[src/rtl/fwrisc_regfile_mp_if.sv]
// fwrisc_regfile_mp_if
//   Bundles the decode-side read ports, the writeback write port and the
//   clear handshake of the multi-port register file.
//   Parameters: WIDTH (data bits), AW (address bits, must equal
//   $clog2(DEPTH) of the attached register file), NUM_RD (read ports).
//   Signals:
//     rs_raddr  NUM_RD*AW     read addresses, port i at [i*AW +: AW]
//     rs_rdata  NUM_RD*WIDTH  registered read data, port i at [i*WIDTH +: WIDTH]
//     rd_waddr  AW            write address
//     rd_wdata  WIDTH         write data
//     rd_wen    1             write enable
//     clear_req 1             single-cycle clear request
//     busy      1             clear sequencer running
//   Modports: master (pipeline side), slave (register file).
interface fwrisc_regfile_mp_if #(
  parameter int WIDTH  = 32,
  parameter int AW     = 6,
  parameter int NUM_RD = 2
) ();
  logic [NUM_RD*AW-1:0]    rs_raddr;
  logic [NUM_RD*WIDTH-1:0] rs_rdata;
  logic [AW-1:0]           rd_waddr;
  logic [WIDTH-1:0]        rd_wdata;
  logic                    rd_wen;
  logic                    clear_req;
  logic                    busy;

  modport master (
    output rs_raddr, rd_waddr, rd_wdata, rd_wen, clear_req,
    input  rs_rdata, busy
  );

  modport slave (
    input  rs_raddr, rd_waddr, rd_wdata, rd_wen, clear_req,
    output rs_rdata, busy
  );
endinterface

[src/rtl/fwrisc_regfile_mp.sv]
// fwrisc_regfile_mp
//   Parametrised register file with NUM_RD independent registered read
//   ports, one write port, optional hardwired zero register and a clear
//   sequencer that zeroes the array after reset and on clear_req.
//   Ports:
//     clock  rising-edge clock for all state
//     reset  asynchronous, active-low reset
//     bus    fwrisc_regfile_mp_if.slave (read ports, write port,
//            clear_req, busy)
//   Parameters: WIDTH, DEPTH (>=2, any value), NUM_RD (1..4),
//   ZERO_REG (1 = address 0 reads zero and ignores writes).
//   Optional feature macro: FWRISC_REGFILE_BYPASS_EN
//     defined   -> an accepted write is forwarded to any read port reading
//                  the same address in the same cycle (write-first)
//     undefined -> read-first, the array value before the write is seen
module fwrisc_regfile_mp #(
  parameter int WIDTH    = 32,
  parameter int DEPTH    = 64,
  parameter int NUM_RD   = 2,
  parameter int ZERO_REG = 1
) (
  input  logic                clock,
  input  logic                reset,
  fwrisc_regfile_mp_if.slave  bus
);

  localparam int AW = $clog2(DEPTH);
  // Extra bit so a power-of-two DEPTH is representable in the compare.
  localparam logic [AW:0]   DEPTH_W = (AW+1)'(DEPTH);
  localparam logic [AW-1:0] LAST    = AW'(DEPTH - 1);

  typedef enum logic {
    S_CLEAR = 1'b0,
    S_IDLE  = 1'b1
  } state_t;

  state_t        state_reg, state_next;
  logic [AW-1:0] cnt_reg, cnt_next;

  // Storage has no reset so it can map onto block RAM; the clear
  // sequencer is what gives it a defined value.
  logic [WIDTH-1:0] mem [DEPTH];

  logic                    clearing;
  logic                    wr_ok;
  logic                    mem_we;
  logic [AW-1:0]           mem_waddr;
  logic [WIDTH-1:0]        mem_wdata;
  logic [NUM_RD*WIDTH-1:0] rdata_reg, rdata_next;

  assign clearing = (state_reg == S_CLEAR);
  assign bus.busy = clearing;

  // ------------------------------------------------------------------
  // Clear sequencer
  // ------------------------------------------------------------------
  always_ff @(posedge clock or negedge reset) begin
    if (!reset) begin
      state_reg <= S_CLEAR;
      cnt_reg   <= '0;
    end else begin
      state_reg <= state_next;
      cnt_reg   <= cnt_next;
    end
  end

  always_comb begin
    state_next = state_reg;
    cnt_next   = cnt_reg;
    case (state_reg)
      S_CLEAR: begin
        // clear_req is deliberately ignored here: a running clear is
        // never restarted.
        if (cnt_reg == LAST) begin
          state_next = S_IDLE;
          cnt_next   = '0;
        end else begin
          cnt_next = cnt_reg + 1'b1;
        end
      end
      S_IDLE: begin
        if (bus.clear_req) begin
          state_next = S_CLEAR;
          cnt_next   = '0;
        end
      end
      default: begin
        state_next = S_CLEAR;
        cnt_next   = '0;
      end
    endcase
  end

  // ------------------------------------------------------------------
  // Write port: the sequencer owns the array while clearing; otherwise
  // a pipeline write is accepted only when in range and not aimed at
  // the hardwired zero register.
  // ------------------------------------------------------------------
  assign wr_ok = !clearing && bus.rd_wen &&
                 ({1'b0, bus.rd_waddr} < DEPTH_W) &&
                 !((ZERO_REG != 0) && (bus.rd_waddr == '0));

  assign mem_we    = clearing || wr_ok;
  assign mem_waddr = clearing ? cnt_reg : bus.rd_waddr;
  assign mem_wdata = clearing ? '0 : bus.rd_wdata;

  always_ff @(posedge clock) begin
    if (mem_we) begin
      mem[mem_waddr] <= mem_wdata;
    end
  end

  // ------------------------------------------------------------------
  // Read ports
  // ------------------------------------------------------------------
  genvar gi;
  generate
    for (gi = 0; gi < NUM_RD; gi++) begin : g_rd
      logic [AW-1:0]    ra;
      logic             blank;
      logic [WIDTH-1:0] arr;

      assign ra = bus.rs_raddr[gi*AW +: AW];

      // Zero-forcing rules win over both the array and any forwarding.
      assign blank = clearing ||
                     ({1'b0, ra} >= DEPTH_W) ||
                     ((ZERO_REG != 0) && (ra == '0));

`ifdef FWRISC_REGFILE_BYPASS_EN
      assign arr = (wr_ok && (ra == bus.rd_waddr)) ? bus.rd_wdata : mem[ra];
`else
      // The array read samples the pre-write contents (read-first).
      assign arr = mem[ra];
`endif

      assign rdata_next[gi*WIDTH +: WIDTH] = blank ? '0 : arr;
    end
  endgenerate

  always_ff @(posedge clock or negedge reset) begin
    if (!reset) begin
      rdata_reg <= '0;
    end else begin
      rdata_reg <= rdata_next;
    end
  end

  assign bus.rs_rdata = rdata_reg;

endmodule

[src/flat_wrapper.sv]
// flat-port wrapper written by rule: the top's interface ports become plain ports
module fwrisc_regfile_mp_flat 
#(
  parameter int WIDTH    = 32,
  parameter int DEPTH    = 64,
  parameter int NUM_RD   = 2,
  parameter int ZERO_REG = 1
)
  (clock, reset, bus_rs_raddr, bus_rd_waddr, bus_rd_wdata, bus_rd_wen, bus_clear_req, bus_rs_rdata, bus_busy);
  fwrisc_regfile_mp_if #(.WIDTH(WIDTH), .AW(($clog2(DEPTH))), .NUM_RD(NUM_RD)) bus_i ();
  input  logic clock;
  input  logic reset;
  input wire logic [$bits(bus_i.rs_raddr)-1:0] bus_rs_raddr;
  input wire logic [$bits(bus_i.rd_waddr)-1:0] bus_rd_waddr;
  input wire logic [$bits(bus_i.rd_wdata)-1:0] bus_rd_wdata;
  input wire logic [$bits(bus_i.rd_wen)-1:0] bus_rd_wen;
  input wire logic [$bits(bus_i.clear_req)-1:0] bus_clear_req;
  output wire logic [$bits(bus_i.rs_rdata)-1:0] bus_rs_rdata;
  output wire logic [$bits(bus_i.busy)-1:0] bus_busy;
  assign bus_i.rs_raddr = bus_rs_raddr;
  assign bus_i.rd_waddr = bus_rd_waddr;
  assign bus_i.rd_wdata = bus_rd_wdata;
  assign bus_i.rd_wen = bus_rd_wen;
  assign bus_i.clear_req = bus_clear_req;
  assign bus_rs_rdata = bus_i.rs_rdata;
  assign bus_busy = bus_i.busy;
  fwrisc_regfile_mp #(.WIDTH(WIDTH), .DEPTH(DEPTH), .NUM_RD(NUM_RD), .ZERO_REG(ZERO_REG)) u_core (.clock(clock), .reset(reset), .bus(bus_i));
endmodule
[config.mk]
export PLATFORM = sky130hd
export DESIGN_NAME = fwrisc_regfile_mp_flat
export DESIGN_NICKNAME = d
export VERILOG_FILES = /design/src/rtl/fwrisc_regfile_mp_if.sv /design/src/rtl/fwrisc_regfile_mp.sv /design/src/flat_wrapper.sv
export SDC_FILE = /design/constraint.sdc
export NUM_CORES = 2
export LEC_CHECK = 0
export BUFFER_PORTS_ARGS = -buffer_cell sky130_fd_sc_hd__buf_2
export CORE_ASPECT_RATIO = 0.9
export CORE_MARGIN = 5
export CORE_UTILIZATION = 57
export CTS_CLUSTER_DIAMETER = 150
export DETAILED_ROUTE_END_ITERATION = 12
export PLACE_DENSITY_LB_ADDON = 0.15
export SETUP_SLACK_MARGIN = 0.3
export SLEW_MARGIN = 15
export SYNTH_ARGS = -nofsm -noshare
export SYNTH_HDL_FRONTEND = slang
export SYNTH_SLANG_ARGS = --single-unit
[constraint.sdc]
create_clock -name clock -period 3.02 [get_ports clock]
set_input_delay 0 -clock clock [delete_from_list [all_inputs] [get_ports clock]]
set_output_delay 0 -clock clock [all_outputs]
set_load 0.1 [all_outputs]
# After elaboration in Yosys (flattened, before gate mapping)
# Memory sizes are Yosys's and may differ from the RTL's.
# Cells that the tools add are included.
# totals
input_bits	54
mem_count	1
mem_bits_rw	2048
ff_bits	71
# op_classes
n_addsub	1
n_reduce_logical	9
n_eq_ne	2
n_mux	12
bitwise	1
# mem_list
memory	words	width	read_ports	rd_ports_with_merged_regs	wr	line_no	source
u_core.mem	64	32	2	0	1	fwrisc_regfile_mp.sv:42	logic [WIDTH-1:0] mem [DEPTH];
# ops
op	n
2-to-1 mux 32 bit	3
zero test 6 bit	3
2-to-1 mux 6 bit	3
one-hot mux 6 bit (2 select lines)	1
adder 6 x 1 -> 6 bit (second input constant)	1
== test 6 bit (second input constant)	1
2-to-1 mux 1 bit	4
logical OR 1 bit	3
logical AND 1 bit	2
!= test 2 bit (second input constant)	1
one-hot mux 1 bit (2 select lines)	1
zero test 1 bit	1
inverter 1 bit	1

# Logic depth before layout (Yosys ltp)
# depth
ltp_word	6
depth_mapped	10
ltp_nobuf	6

# Worst setup path before layout
# No wires, ideal clock.
# synth_timing
path_kind	flip-flop to flip-flop
startpoint	register u_core.state_reg
endpoint	memory u_core.mem[46][10] (enable)
t_required_ns	2.599
path_slack_ns	-0.297
path_buffers	1
period_less_slack_ns	3.317
path_stages_with_launch	6
t_arrival_ns	2.896
setup_time_ns	0.421
path_cell_list	dfrtp_1 > clkbuf_1 > inv_2 > o32ai_1 > nand2_1 > nor2_1
# synth_between
elab_cells_between_ends	7
# synth_lines
element	line_no	source
start, declared	fwrisc_regfile_mp.sv:37	state_t state_reg, state_next;
start signal, assigned	fwrisc_regfile_mp.sv:62	state_reg <= state_next;
inverter 1 bit	--	
net bus_busy	flat_wrapper.sv:19	output wire logic [$bits(bus_i.busy)-1:0] bus_busy;
logical OR 1 bit	fwrisc_regfile_mp.sv:103	assign mem_we = clearing || wr_ok;
2-to-1 mux 1 bit	fwrisc_regfile_mp.sv:108	if (mem_we) begin
2-to-1 mux 1 bit (not written as such)	fwrisc_regfile_mp.sv:109	mem[mem_waddr] <= mem_wdata;
end, declared	fwrisc_regfile_mp.sv:42	
# The timed path passes the listed nets, and every way through them passes these cells.

# Worst setup path in the final report
# layout_timing
startpoint	register u_core.state_reg
endpoint	register u_core.rdata_reg[22] (netlist: u_core.bus.rs_rdata[22])
# layout_between
elab_chain_cells	3
# layout_lines
element	line_no	source
inverter 1 bit	--	
logical OR 1 bit	fwrisc_regfile_mp.sv:127	({1'b0, ra} >= DEPTH_W) ||
2-to-1 mux 32 bit	fwrisc_regfile_mp.sv:137	assign rdata_next[gi*WIDTH +: WIDTH] = blank ? '0 : arr;
net u_core.rdata_next[22]	fwrisc_regfile_mp.sv:49	logic [NUM_RD*WIDTH-1:0] rdata_reg, rdata_next;
end signal, assigned	fwrisc_regfile_mp.sv:145	rdata_reg <= rdata_next;
end, declared	fwrisc_regfile_mp.sv:49	
# The timed path passes the listed nets, and every way through them passes these cells.
# A chain may end at the register's enable or synchronous reset.

==> run_results.csv <==
group,metric,value,unit
pwr,comb_power_share,14.2,%
cells_and_area,syn2layout_area_growth,15.5,%
synthesis,synth_area_leaders,"edfxtp_1 64%, mux4_2 25%, mux2i_1 1.9%",
setup_path,cp.arrival,3.49,ns
min_path,hold_end,"u_core.mem[17][9]",
synthesis,synthDistinctLibCells,57,
setup_path,cp.depth,6,
route,drtIter0Drc,9161,
synthesis,synth_nets,4646,
global_routing,antenna_found_initial,7,
global_routing,grt_pass1_vias,55800,
cells_and_area,largest_register_ffs,2048,
route,vias,55900,
synthesis,syn_area,96400,sq um
setup_path,r2r-start,"u_core.state_reg",
placed_design,place_congestion,0.925,
sta,slew_headroom,23.1,%
sta,report.final.slew_viol_count,0,
setup_path,crit_slowest_cell,"dfrtp_2",
sta,fmaxAchievable,368,MHz
clock_tree,root_buffer,"clkbuf_16",
sta,finalSetupTns,0,ns
synthesis,synth_warnings,0,
pwr,ir_drop,513,uV
route,wl_per_cell,39.8,um
pwr,p_leak,36.9,nW
floorplanning,die_x,443,um
floorplanning,core,169000,sq um
min_path,min_from,"bus_rd_wdata[9]",
synthesis,postSynthCellCount,4591,
synthesis,syn_avg_cell_area,21.0,sq um
synthesis,synth_top_area_cell,"edfxtp_1",
route,firstDrtPassIters,6,
floorplanning,dieArea,177000,sq um
pwr,p_seq_share,48.9,%
sta,setup_ws,0.300,ns
pwr,clockPowerShare,37.0,%
global_routing,grt_start_max_net_pins,65,
cells_and_area,final_common_cell,"edfxtp_1",
clock_tree,clkTransAtPathRegs,0.06,ns
sta,finalSetupViolCount,0,
cells_and_area,final_cell_mix,"2048 x edfxtp_1, 1085 x mux4_2, 380 x buf_4",
route,ant_nets,0,
floorplanning,pin_count,119,
sta,rsz0062_at_grt,"no",
placed_design,io_buffers,118,
min_path,min_path_type,"in -> reg",
setup_path,cpLargestDelayFamily,"buffers and inverters",
pwr,swShare,25.7,%
sta,skew,0.0454,ns
cells_and_area,final_layout_size_suffix_gt1_share,40.6,%
setup_path,criticalPathCategory,"reg -> reg",
route,via_per_inst,7.41,
pwr,p_sw,18.5,mW
clock_tree,cts_sinks,2119,
floorplanning,rows,143,
clock_tree,clk_path_buf_depth,3,
pwr,power,71.8,mW
route,wl,300000,um
sta,finalCritPeriodShare,90.1,%
setup_path,r2r_end,"u_core.bus.rs_rdata[22]",
global_routing,grt_use_total,34.1,%
pwr,power_density,645,nW/um^2
setup_path,rrSetupSlack,0.30,ns
synthesis,async_flop_share,3.35,%
setup_path,critPathMaxFanout,17,
sta,holdWs,0.0570,ns
clock_tree,cts_htree_levels,4,
cells_and_area,fin_nets,5157,
pwr,p_int,53.3,mW
global_routing,grt.overflow.total,0,
synthesis,synth.yosys.seq_area_share,65.6,%
setup_path,cp-start-kind,"flip-flop",
synthesis,ys_ff_latch,2119,
synthesis,synth_edf_count,2048,
sta,worst_pin_slew,1.15,ns
synthesis,synthFlopType,"edfxtp_1",
placed_design,dpl.hpwl,194000,um
setup_path,slowest_delay,0.54,ns
clock_tree,worstSkewPairLatency,0.86,ns
global_routing,grt_pass1_wl,422000,um
sta,fin_crit,2.72,ns
placed_design,dp_slack,-0.243,ns
min_path,min_path_cells,3,
setup_path,cp.required,3.79,ns
clock_tree,cts_tree,"yes",
status,status,"finished clean",
setup_path,worst_setup_path_end_kind,"flip-flop",
setup_path,rr_worst_depth,6,
floorplanning,die-height,400,um
setup_path,cp_common_cell,"buf_4",
synthesis,netlist.area_leader.share,63.8,%
route,drc,0,
job,drv_cap,0,
setup_path,crit_chain,"buf_4 -> buf_4 -> nand2_2 -> buf_4 -> a2111oi_0 -> a21o_1",
sta,finalHoldViolCount,0,
setup_path,cp_num_buf_inv,3,
clock_tree,numCtsBuffers,207,
floorplanning,initial_core_util,57.2,%
==> timing repair <==
item	4_1_cts	5_1_grt
gates cloned	2	0
pin swaps	8	2
resized for setup	6	5
endpoints found under the setup margin	762	289
hold buffers	39	0
endpoints found under the hold margin	949	0
buffers inserted	20	4
==> metrics by stage <==
step           util, %  instance area (sq um)  cells
3_3_place_gp      61.5                 104000   7074
2_1_floorplan        -                  96600   4591
4_1_cts           66.0                 111000   7529
3_5_place_dp      61.5                 104000   7075
6_report          66.0                 111000   7536
5_1_grt           66.0                 111000   7533
==> worst register-to-register path, stage by stage (launching register included) <==
cell,delay (ns)
dfrtp_2,0.54
buf_4,0.23
buf_4,0.18
nand2_2,0.47
buf_4,0.41
a2111oi_0,0.54
a21o_1,0.26
==> power groups by stage <==
stage,clock network [mW],registers (mW),logic [mW]
after floorplan,0,35.6,5.33
after global placement,0,35.5,9.81
after detailed placement,0,35.7,9.86
after CTS,26.8,35.1,10.0
after global routing,28.1,35.2,10.4
final,26.6,35.1,10.2
==> cells by family (layout without fill, tap and decap cells) <==
group | count (synthesis) | after routing | synth area share (%)
buffers and inverters | 368 | 1061 | 2.06
other | 0 | 3 | 0
adders and majority gates | 1 | 1 | 0.0130
xor gates and xnor gates | 2 | 2 | 0.0182
DFF | 2119 | 2119 | 65.6
and+or+nand+nor | 395 | 397 | 1.79
muxes | 1270 | 1270 | 27.3
AOI/OAI and AO/OA | 436 | 436 | 3.20
==> synth_stat cells, types with 4 or more instances <==
cell type	instances
o2bb2ai_1	20
and2_1	34
nor3_1	5
buf_1	21
inv_1	4
a21oi_1	42
o31ai_1	14
edfxtp_1	2048
or3_1	18
dfrtp_1	71
o221ai_1	14
nand3_1	7
buf_6	20
buf_4	63
a32oi_1	19
nand2b_1	6
clkbuf_1	124
a211o_1	13
o21ai_0	29
a21o_1	32
a221oi_1	14
buf_2	128
nor2_1	142
o22ai_1	125
nor2b_1	16
a2111oi_0	45
nand2_1	155
o21ai_1	12
a211oi_1	47
mux4_2	1085
mux2i_1	182
==> layer usage <==
layer  global-route usage [%]  wire length, um  vias to the layer above
met2                     50.8           136000                     4429
met1                     48.8           109000                    29600
met3                     7.98            37800                      641
met4                     15.7            16700                        2
met5                        0               13                        -
li1                         -                -                    21200
==> layout make-up <==
| class | instances | area (sq um) |
|---|---|---|
| antenna | 3 | 7.51 |
| clock buffer | 261 | 5500 |
| clock inverter | 132 | 1470 |
| fill | 11000 | 57200 |
| inverter | 6 | 27.5 |
| multi-input combinational | 2106 | 31800 |
| sequential | 2119 | 63300 |
| tap | 2247 | 2810 |
| timing repair buffer | 662 | 6450 |
==> worst max path at each step <==
stage	from	endpoint
floorplan	u_core.state_reg	u_core.mem[41][0]
global placement	u_core.state_reg	u_core.mem[33][16]
detailed placement	u_core.state_reg	u_core.mem[33][30]
CTS	u_core.state_reg	u_core.mem[13][0]
global route	u_core.state_reg	u_core.mem[42][12]
finish	u_core.state_reg	u_core.bus.rs_rdata[22]
(Power assumes the default switching activity.)
